--- config.mk ---
export PLATFORM = sky130hd
export DESIGN_NAME = xt_hb_lsu_flat
export DESIGN_NICKNAME = d
export VERILOG_FILES = /design/src/rtl/xt_hb_lsu_if.sv /design/src/rtl/xt_hb_lsu.sv /design/src/flat_wrapper.sv
export SDC_FILE = /design/constraint.sdc
export NUM_CORES = 1
export LEC_CHECK = 0
export CAP_MARGIN = 10
export CELL_PAD_IN_SITES_DETAIL_PLACEMENT = 1
export CELL_PAD_IN_SITES_GLOBAL_PLACEMENT = 2
export CORE_UTILIZATION = 25
export DETAILED_ROUTE_END_ITERATION = 12
export GPL_TIMING_DRIVEN = 0
export PLACE_DENSITY = 0.93
export RECOVER_POWER = 100
export SLEW_MARGIN = 10
export SYNTH_ARGS = -nofsm -noshare
export SYNTH_HDL_FRONTEND = slang
export SYNTH_SLANG_ARGS = --single-unit
--- constraint.sdc ---
create_clock -name hb_clk -period 4.65 [get_ports hb_clk]
set_input_delay 0.93 -clock hb_clk [delete_from_list [all_inputs] [get_ports hb_clk]]
set_output_delay 0.93 -clock hb_clk [all_outputs]
set_load 0.02 [all_outputs]
--- src/rtl/xt_hb_lsu_if.sv ---
// Core-request / halfword-bus interface bundle for the xt_hb_lsu load/store unit.
// Ports: req_* and rsp_* (core side); hb_* (bus side).
// Modports: master = the LSU, which masters the bus and serves the core;
//           slave  = the environment, i.e. the core plus the bus slave.
interface xt_hb_lsu_if;
    logic        req_valid;
    logic        req_ready;
    logic        req_we;
    logic [2:0]  req_funct3;
    logic [31:0] req_addr;
    logic [31:0] req_wdata;
    logic        rsp_valid;
    logic [31:0] rsp_rdata;
    logic        rsp_misalign;
    logic        rsp_bus_err;
    logic [31:0] hb_raddr;
    logic [31:0] hb_waddr;
    logic [31:0] hb_wdata;
    logic [1:0]  hb_write_width;
    logic        hb_ren;
    logic        hb_wen;
    logic [31:0] hb_rdata;
    logic        hb_read_finish;
    logic        hb_write_finish;

    modport master (
        input  req_valid, req_we, req_funct3, req_addr, req_wdata,
        output req_ready, rsp_valid, rsp_rdata, rsp_misalign, rsp_bus_err,
        output hb_raddr, hb_waddr, hb_wdata, hb_write_width, hb_ren, hb_wen,
        input  hb_rdata, hb_read_finish, hb_write_finish
    );

    modport slave (
        output req_valid, req_we, req_funct3, req_addr, req_wdata,
        input  req_ready, rsp_valid, rsp_rdata, rsp_misalign, rsp_bus_err,
        input  hb_raddr, hb_waddr, hb_wdata, hb_write_width, hb_ren, hb_wen,
        output hb_rdata, hb_read_finish, hb_write_finish
    );
endinterface

--- src/rtl/xt_hb_lsu.sv ---
// RV32I load/store unit: one outstanding request, single-cycle bus strobe, finish or timeout.
// Latency: misaligned -> response in the cycle after acceptance; bus access -> 3rd cycle minimum.
// Backpressure: req_ready only in IDLE; the bus has no backpressure beyond the finish/timeout wait.
// Ports: hb_clk, rst_n (async active-low), bus (xt_hb_lsu_if.master: req_*, rsp_*, hb_*).
module xt_hb_lsu #(
    parameter int TIMEOUT_CYCLES = 16
) (
    input  logic         hb_clk,
    input  logic         rst_n,
    xt_hb_lsu_if.master  bus
);
    typedef enum logic [1:0] {IDLE, RD_WAIT, WR_WAIT, RESP} state_t;

    // Wait counter is 0 in the strobe cycle, so the last permitted wait cycle is TIMEOUT_CYCLES-1.
    localparam logic [7:0] TMO_LAST = 8'(TIMEOUT_CYCLES - 1);

    state_t      state_q, state_d;
    logic        we_q, we_d;
    logic [2:0]  f3_q, f3_d;
    logic [31:0] addr_q, addr_d;
    logic [31:0] wdata_q, wdata_d;
    logic        strobe_q, strobe_d;
    logic [7:0]  cnt_q, cnt_d;
    logic [31:0] rdata_q, rdata_d;
    logic        mis_q, mis_d;
    logic        err_q, err_d;
    // Held low through reset so req_ready rises only at the first edge after release.
    logic        rdy_q;

    logic        accept;
    logic        bad_req;
    logic        fin;
    logic [31:0] ld_ext;

    assign accept = bus.req_valid && rdy_q && (state_q == IDLE);
    assign fin    = we_q ? bus.hb_write_finish : bus.hb_read_finish;

    // Illegal width codes and misaligned halfword/word accesses share one response.
    always_comb begin
        bad_req = 1'b0;
        if (bus.req_we) begin
            if (bus.req_funct3[2] || bus.req_funct3 == 3'b011) bad_req = 1'b1;
        end else begin
            if (bus.req_funct3 == 3'b011 || bus.req_funct3 == 3'b110 ||
                bus.req_funct3 == 3'b111) bad_req = 1'b1;
        end
        if (bus.req_funct3[1:0] == 2'b01 && bus.req_addr[0]) bad_req = 1'b1;
        if (bus.req_funct3[1:0] == 2'b10 && bus.req_addr[1:0] != 2'b00) bad_req = 1'b1;
    end

    always_comb begin
        case (f3_q)
            3'b000:  ld_ext = {{24{bus.hb_rdata[7]}}, bus.hb_rdata[7:0]};
            3'b001:  ld_ext = {{16{bus.hb_rdata[15]}}, bus.hb_rdata[15:0]};
            3'b100:  ld_ext = {24'd0, bus.hb_rdata[7:0]};
            3'b101:  ld_ext = {16'd0, bus.hb_rdata[15:0]};
            default: ld_ext = bus.hb_rdata;
        endcase
    end

    always_comb begin
        state_d  = state_q;
        we_d     = we_q;
        f3_d     = f3_q;
        addr_d   = addr_q;
        wdata_d  = wdata_q;
        strobe_d = 1'b0;
        cnt_d    = cnt_q;
        rdata_d  = rdata_q;
        mis_d    = mis_q;
        err_d    = err_q;
        case (state_q)
            IDLE: begin
                if (accept) begin
                    we_d    = bus.req_we;
                    f3_d    = bus.req_funct3;
                    addr_d  = bus.req_addr;
                    wdata_d = bus.req_wdata;
                    cnt_d   = 8'd0;
                    rdata_d = 32'd0;
                    err_d   = 1'b0;
                    mis_d   = 1'b0;
                    if (bad_req) begin
                        mis_d   = 1'b1;
                        state_d = RESP;
                    end else begin
                        strobe_d = 1'b1;
                        state_d  = bus.req_we ? WR_WAIT : RD_WAIT;
                    end
                end
            end
            RD_WAIT, WR_WAIT: begin
                cnt_d = cnt_q + 8'd1;
                // A finish seen in the strobe cycle is stale from an earlier access.
                if (!strobe_q && fin) begin
                    state_d = RESP;
                    rdata_d = we_q ? 32'd0 : ld_ext;
                end else if (cnt_q == TMO_LAST) begin
                    state_d = RESP;
                    err_d   = 1'b1;
                    rdata_d = 32'd0;
                end
            end
            RESP: begin
                state_d = IDLE;
                rdata_d = 32'd0;
                mis_d   = 1'b0;
                err_d   = 1'b0;
            end
            default: state_d = IDLE;
        endcase
    end

    always_ff @(posedge hb_clk or negedge rst_n) begin
        if (!rst_n) begin
            state_q  <= IDLE;
            we_q     <= 1'b0;
            f3_q     <= 3'd0;
            addr_q   <= 32'd0;
            wdata_q  <= 32'd0;
            strobe_q <= 1'b0;
            cnt_q    <= 8'd0;
            rdata_q  <= 32'd0;
            mis_q    <= 1'b0;
            err_q    <= 1'b0;
            rdy_q    <= 1'b0;
        end else begin
            state_q  <= state_d;
            we_q     <= we_d;
            f3_q     <= f3_d;
            addr_q   <= addr_d;
            wdata_q  <= wdata_d;
            strobe_q <= strobe_d;
            cnt_q    <= cnt_d;
            rdata_q  <= rdata_d;
            mis_q    <= mis_d;
            err_q    <= err_d;
            rdy_q    <= 1'b1;
        end
    end

    assign bus.req_ready      = rdy_q && (state_q == IDLE);
    assign bus.rsp_valid      = (state_q == RESP);
    assign bus.rsp_rdata      = (state_q == RESP) ? rdata_q : 32'd0;
    assign bus.rsp_misalign   = (state_q == RESP) && mis_q;
    assign bus.rsp_bus_err    = (state_q == RESP) && err_q;
    assign bus.hb_raddr       = addr_q;
    assign bus.hb_waddr       = addr_q;
    assign bus.hb_wdata       = wdata_q;
    assign bus.hb_write_width = f3_q[1:0];
    assign bus.hb_ren         = strobe_q && (state_q == RD_WAIT);
    assign bus.hb_wen         = strobe_q && (state_q == WR_WAIT);
endmodule
--- src/flat_wrapper.sv ---
// flat-port wrapper written by rule: the top's interface ports become plain ports
module xt_hb_lsu_flat 
#(
    parameter int TIMEOUT_CYCLES = 16
)
  (hb_clk, rst_n, bus_req_valid, bus_req_we, bus_req_funct3, bus_req_addr, bus_req_wdata, bus_req_ready, bus_rsp_valid, bus_rsp_rdata, bus_rsp_misalign, bus_rsp_bus_err, bus_hb_raddr, bus_hb_waddr, bus_hb_wdata, bus_hb_write_width, bus_hb_ren, bus_hb_wen, bus_hb_rdata, bus_hb_read_finish, bus_hb_write_finish);
  xt_hb_lsu_if bus_i ();
  input  logic hb_clk;
  input  logic rst_n;
  input wire logic [$bits(bus_i.req_valid)-1:0] bus_req_valid;
  input wire logic [$bits(bus_i.req_we)-1:0] bus_req_we;
  input wire logic [$bits(bus_i.req_funct3)-1:0] bus_req_funct3;
  input wire logic [$bits(bus_i.req_addr)-1:0] bus_req_addr;
  input wire logic [$bits(bus_i.req_wdata)-1:0] bus_req_wdata;
  output wire logic [$bits(bus_i.req_ready)-1:0] bus_req_ready;
  output wire logic [$bits(bus_i.rsp_valid)-1:0] bus_rsp_valid;
  output wire logic [$bits(bus_i.rsp_rdata)-1:0] bus_rsp_rdata;
  output wire logic [$bits(bus_i.rsp_misalign)-1:0] bus_rsp_misalign;
  output wire logic [$bits(bus_i.rsp_bus_err)-1:0] bus_rsp_bus_err;
  output wire logic [$bits(bus_i.hb_raddr)-1:0] bus_hb_raddr;
  output wire logic [$bits(bus_i.hb_waddr)-1:0] bus_hb_waddr;
  output wire logic [$bits(bus_i.hb_wdata)-1:0] bus_hb_wdata;
  output wire logic [$bits(bus_i.hb_write_width)-1:0] bus_hb_write_width;
  output wire logic [$bits(bus_i.hb_ren)-1:0] bus_hb_ren;
  output wire logic [$bits(bus_i.hb_wen)-1:0] bus_hb_wen;
  input wire logic [$bits(bus_i.hb_rdata)-1:0] bus_hb_rdata;
  input wire logic [$bits(bus_i.hb_read_finish)-1:0] bus_hb_read_finish;
  input wire logic [$bits(bus_i.hb_write_finish)-1:0] bus_hb_write_finish;
  assign bus_i.req_valid = bus_req_valid;
  assign bus_i.req_we = bus_req_we;
  assign bus_i.req_funct3 = bus_req_funct3;
  assign bus_i.req_addr = bus_req_addr;
  assign bus_i.req_wdata = bus_req_wdata;
  assign bus_req_ready = bus_i.req_ready;
  assign bus_rsp_valid = bus_i.rsp_valid;
  assign bus_rsp_rdata = bus_i.rsp_rdata;
  assign bus_rsp_misalign = bus_i.rsp_misalign;
  assign bus_rsp_bus_err = bus_i.rsp_bus_err;
  assign bus_hb_raddr = bus_i.hb_raddr;
  assign bus_hb_waddr = bus_i.hb_waddr;
  assign bus_hb_wdata = bus_i.hb_wdata;
  assign bus_hb_write_width = bus_i.hb_write_width;
  assign bus_hb_ren = bus_i.hb_ren;
  assign bus_hb_wen = bus_i.hb_wen;
  assign bus_i.hb_rdata = bus_hb_rdata;
  assign bus_i.hb_read_finish = bus_hb_read_finish;
  assign bus_i.hb_write_finish = bus_hb_write_finish;
  xt_hb_lsu #(.TIMEOUT_CYCLES(TIMEOUT_CYCLES)) u_core (.hb_clk(hb_clk), .rst_n(rst_n), .bus(bus_i));
endmodule
### After elaboration in Yosys (flattened, before gate mapping)

Cells that the tools add are included.

| storage, ports and cells | value |
|---|---|
| flip-flop bits (word level) | 114 |
| bits of input ports | 105 |
| output and inout bits | 136 |
| word-level logic and storage cells | 84 |

| cells by class | value |
|---|---|
| add/sub/neg operators | 1 |
| eq/ne operators | 16 |
| multiplexer cells | 31 |
| reduce and logical (&&, ||, !) cells | 25 |

Operators by type and width:

| kind | number |
|---|---|
| two-way mux 32 bit | 5 |
| one-hot mux 32 bit (4 select lines) | 1 |
| one-hot mux 32 bit (3 select lines) | 1 |
| one-hot mux 8 bit (2 select lines) | 1 |
| two-way mux 1 bit | 14 |
| equality test 3 bit, second input constant | 4 |
| logical AND 1 bit | 10 |
| two-way mux 2 bit | 5 |
| adder 8 x 1 -> 8 bit, second input constant | 1 |
| equality test 8 x 4 -> 1 bit, second input constant | 1 |
| two-way mux 8 bit | 1 |
| AND reduction 2 bit | 4 |
| equality test 2 bit, second input constant | 3 |
| one-hot mux 2 bit (3 select lines) | 1 |
| nonzero test 2 bit | 3 |
| equality test 2 x 1 -> 1 bit, second input constant | 2 |
| != test 2 x 1 -> 1 bit, second input constant | 2 |
| equality test 3 x 1 -> 1 bit, second input constant | 1 |
| equality test 3 x 2 -> 1 bit, second input constant | 1 |
| logical NOT 3 bit | 1 |
| logical OR 1 bit | 3 |
| != test 3 x 1 -> 1 bit, second input constant | 1 |
| one-hot mux 1 bit (3 select lines) | 1 |
| AND reduction 3 bit | 1 |
| other kinds (5) | 5 |

### Logic depth before layout (Yosys ltp)

| depth | value |
|---|---|
| depth in word-level cells | 10 |
| depth in mapped cells | 8 |
| mapped depth without buffers | 6 |

### Least setup slack after synthesis

No wires, ideal clock.

| path | value |
|---|---|
| path kind | register -> output |
| from | register u_core.state_q[0] |
| to | output bus_rsp_rdata[10] |
| arrival time | 1.214 ns |
| data required time | 3.720 ns |
| slack | 2.506 ns |
| cell stages (with the launch flop) | 4 |
| path buffers | 1 |
| path through | dfrtp_1 > ha_1 > clkbuf_1 > and2_1 |

| between the ends | value |
|---|---|
| cells in the longest elaborated chain, start to end | 2 |

RTL lines:

| element | RTL line | text |
|---|---|---|
| start: declaration | xt_hb_lsu.sv:17 | `state_t state_q, state_d;` |
| start signal: assignment | xt_hb_lsu.sv:128 | `state_q <= state_d;` |
| equality test 2 bit | n/a |  |
| net bus_rsp_valid | flat_wrapper.sv:16 | `output wire logic [$bits(bus_i.rsp_valid)-1:0] bus_rsp_valid;` |
| two-way mux 32 bit | xt_hb_lsu.sv:144 | `assign bus.rsp_rdata = (state_q == RESP) ? rdata_q : 32'd0;` |
| end: declaration | flat_wrapper.sv:17 | `output wire logic [$bits(bus_i.rsp_rdata)-1:0] bus_rsp_rdata;` |

The timed path passes the listed nets, and every way through them passes these cells.

### Final worst setup path

| path | value |
|---|---|
| from | register u_core.state_q[0] |
| to | output bus_rsp_rdata[7] |

| between the ends | value |
|---|---|
| cells in the longest elaborated chain, start to end | 2 |

RTL lines:

| element | RTL line |
|---|---|
| equality test 2 bit | xt_hb_lsu.sv:144 |
| two-way mux 32 bit | xt_hb_lsu.sv:144 |

No other way between the ends.

==> impl_summary.txt <==
----------------------------------------------------
[Cells and area]
  Share of final-layout standard cells stronger than drive strength 1 ... 9.66%
  Synthesis-to-finish area growth ... 65.4%
  Total inserted antenna cells ... 0
  Nets ... 926
  Post-route cell area ... 8570 sq um
  Final cell count without fillers ... between 1000 and 1500

[Detailed routing]
  Detailed router's first-iteration violation count ... between 150 and 200
  Routed via count divided by cell count ... approximately 4.3
  Vias after detailed routing ... between 4000 and 5000
  DRC errors left ... 0
  TritonRoute pass-1 iters ... 4
  Final wirelength ... ~17000 um
  Routed Antenna Nets ... 0
  Mean routed wirelength per cell ... 15.5 um

[Setup path]
  Worst path slowest cell ... dlygate4sd3_1
  Critical Path AT ... 2.45 ns
  Buf/Inv on CP ... 2
  Delay of the slowest critical-path stage ... 0.69 ns
  Cell-by-cell trace of the critical path ... ha_1 > clkbuf_1 > and2_1 > dlygate4sd3_1
  Highest net fanout along the worst path ... 10
  Required time at the endpoint of the critical path ... 3.72 ns
  CP Launch Type ... flip-flop
  Sort of element at the end of the critical path ... output pin
  Critical Setup Path Class ... flip-flop to output pin
  Cell class contributing the biggest share of worst-path delay ... buffers and inverters

[STA]
  Max-slew violation count ... 43
  Final clock skew ... ~0.0096 ns
  Normalized max-slew margin ... -64.9%
  Final number of setup-violating endpoints ... 0
  Endpoints failing hold ... 0
  Worst-margin pin slew ... 2.47 ns
  Period minus WS final ... 3.38 ns
  Achievable clock frequency ... approximately 300 MHz
  RSZ-0062 raised after global routing ... false
  Final Cycle Share ... 72.6%

[Global routing]
  Largest net degree at the start of global routing ... 73
  Initial antenna violation count ... 0
  GRT Residual Overflow ... 0
  GRT Util Overall ... 16.5%
  Via count of the first global-routing pass ... 5012
  First-pass GRT wire length ... 27700 um

[Floorplan]
  Horiz. Die Dim ... 146 um
  Area enclosed by the die boundary ... 21300 sq um
  Starting Density ... between 20% and 30%
  Number of cell rows ... 52
  Io pins ... 241
  Y dimension of the die ... roughly 150 um
  Core Box Area ... 20300 sq um

[Pwr]
  Total Power ... approximately 0.006 W
  Maximum ir drop on the vdd rail ... 0.000283 V
  Pwr/cell area ... 702 nW/um^2
  Cell leakage power ... approximately 4.2 nW

[Placed design]
  Cell count after placement ... 1066
  Post-Place Cell Area ... 7950 sq um
  Buffers added on ports ... 240
  Placer Congestion ... 0.771
  Placed wire-length estimate after detailed placement ... 12700 um

[Synthesis]
  Number of enable-type register cells in the synthesized netlist ... 0
  Most used DFF post-synth ... dfrtp_1
  Cells after synthesis ... 555
  Top-area cell type share of the netlist area ... 55.1%
  Synth area leaders ... dfrtp_1 55%, nand2_1 15%, buf_4 4.9%, and2_1 4.6%, o21ai_0 2.9%
  Net count of the mapped netlist ... 666
  Cell area after synthesis ... about 5200 sq um
  Asr flop ratio synth ... 100%
  Total of flip-flops plus latches after synthesis ... about 110
  Post-synth cell types ... 39
  Share of synthesized area occupied by flip-flops and latches ... 55.1%
  Avg Synthesized Cell Area ... 9.34 sq um
  Cell taking the most area after synthesis ... dfrtp_1
  Number of warning messages in the yosys log ... 0

[CTS]
  CTS tree ... done
  Hold_buf cts ... 0
  Root Buffer Master ... clkbuf_16
  Post-CTS clock slew at the launch and capture registers of the worst setup and hold paths ... 0.06 ns
  Inserted Clock Buffers ... 17
  Post-CTS Setup Bufs ... 0
  Count of H-tree levels built during CTS ... 4
  Total clock sinks ... 114
  Count of cells resized by post-cts repair ... 0
  Clock Latency Late Sink ... roughly 0.4 ns
  CTS max path bufs ... 2

[Min path]
  Path category of the worst min-delay check ... flip-flop to flip-flop

[Run status]
  Violated checks ... capacitance limit, slew limit
  Status ... complete, but fails checks

[Run]
  MaxCap Viol Count ... 1

----------------------------------------------------
[cell usage in the layout, fill, tap and decap left out, types with 11 or more instances in the layout]
cell type          n
and2_1            37
o21ai_0           31
o2bb2ai_1         16
dfrtp_1          114
clkbuf_16         17
buf_4             34
dlygate4sd3_1    138
clkbuf_1          28
nand2_1          206
clkdlybuf4s50_1  101
nor2_1            11
[metal layers]
layer / up-vias / share of wire [%] / track usage [%]
met5: - / 0 / 0
met4: 0 / 1.7 / 5.74
met3: 19 / 4.6 / 4.04
met2: 120 / 51 / 27.6
met1: 2319 / 43 / 20.8
li1: 2306 / - / -
[layout make-up]
class                   count  area, sq um
repair buffers            241         2420
clock buffers              17          425
flip-flops and latches    114         2850
multi-input cells         371         1920
fillers                  2322        11700
clock inverters            15          209
inverters                   5         18.8
plain buffers              65          383
well taps                 270          338
[report_power, final]
part	internal, W	switching, W
Combinational	0.00129	0.00159
Clock	0.000903	0.000498
Sequential	0.00143	0.000302
[state kept, by name (all words and copies together), names as in the netlist]
| signal | cells |
|---|---|
| u_core.cnt_q | 8 |
| u_core.bus.hb_raddr | 32 |
| u_core.bus.hb_wdata | 32 |
| u_core.f3_q | 3 |
| u_core.strobe_q | 1 |
| u_core.state_q | 2 |
| u_core.rdy_q | 1 |
| u_core.rdata_q | 32 |
| u_core.we_q | 1 |
| u_core.err_q | 1 |
| u_core.mis_q | 1 |
[path summary, 6_finish.rpt]
kind	start	slack, ns	depth (start not counted)	endpoint
min	u_core.bus.hb_wdata[1]$_DFFE_PN0P_	0.46	2	u_core.bus.hb_wdata[1]$_DFFE_PN0P_
max reg2reg	u_core.state_q[0]$_DFFE_PN0P_	2.08	6	u_core.rdata_q[10]$_DFFE_PN0P_
min in group asynchronous	rst_n	1.28	1	u_core.bus.hb_wdata[26]$_DFFE_PN0P_
max	u_core.state_q[0]$_DFFE_PN0P_	1.27	4	bus_rsp_rdata[7]
min reg2reg	u_core.bus.hb_wdata[1]$_DFFE_PN0P_	0.46	2	u_core.bus.hb_wdata[1]$_DFFE_PN0P_
max in group asynchronous	rst_n	1.95	1	u_core.rdata_q[24]$_DFFE_PN0P_
[tightest hold or removal path, cell delays in order (launching register included)]
cell and delay (ns):
dfrtp_1 0.33, nand2_1 0.05, nand2_1 0.05
[synth_stat cells, types with 3 or more instances]
cell type,instances
clkbuf_1,24
xnor2_1,3
buf_2,5
o21ai_0,30
and2_1,38
mux2_2,4
a21o_1,8
ha_1,6
buf_4,34
nand3_1,4
nor2_1,11
a22o_1,10
dfrtp_1,114
a211oi_1,9
o2bb2ai_1,16
inv_1,5
nand2_1,206
[cell families (layout without fill, tap and decap cells)]
logic type	count (synthesis)	in the layout	synth area share, %
and+or+nand+nor	270	270	22.3
DFF	114	114	55.1
AOI/OAI and AO/OA	86	86	11.8
buffers and inverters	70	343	7.80
adders and majority gates	6	6	1.45
muxes	5	5	1.06
xor gates and xnor gates	3	3	0.507
other	1	1	0.0724
[stage by stage]
| step | TNS, ns | hold slack, ns | utilization [%] | worst slack [ns] |
|---|---|---|---|---|
| floorplan | 0 | 0.442 | - | 2.51 |
| global placement | -242.85 | 0.453 | 39.0 | -2.14 |
| detailed placement | 0 | 0.461 | 39.2 | 1.55 |
| CTS | 0 | 0.443 | 42.3 | 1.25 |
| global route | 0 | 0.483 | 42.2 | 1.09 |
| finish | 0 | 0.463 | 42.2 | 1.27 |
No activity file was read; power rests on OpenSTA's default activity.
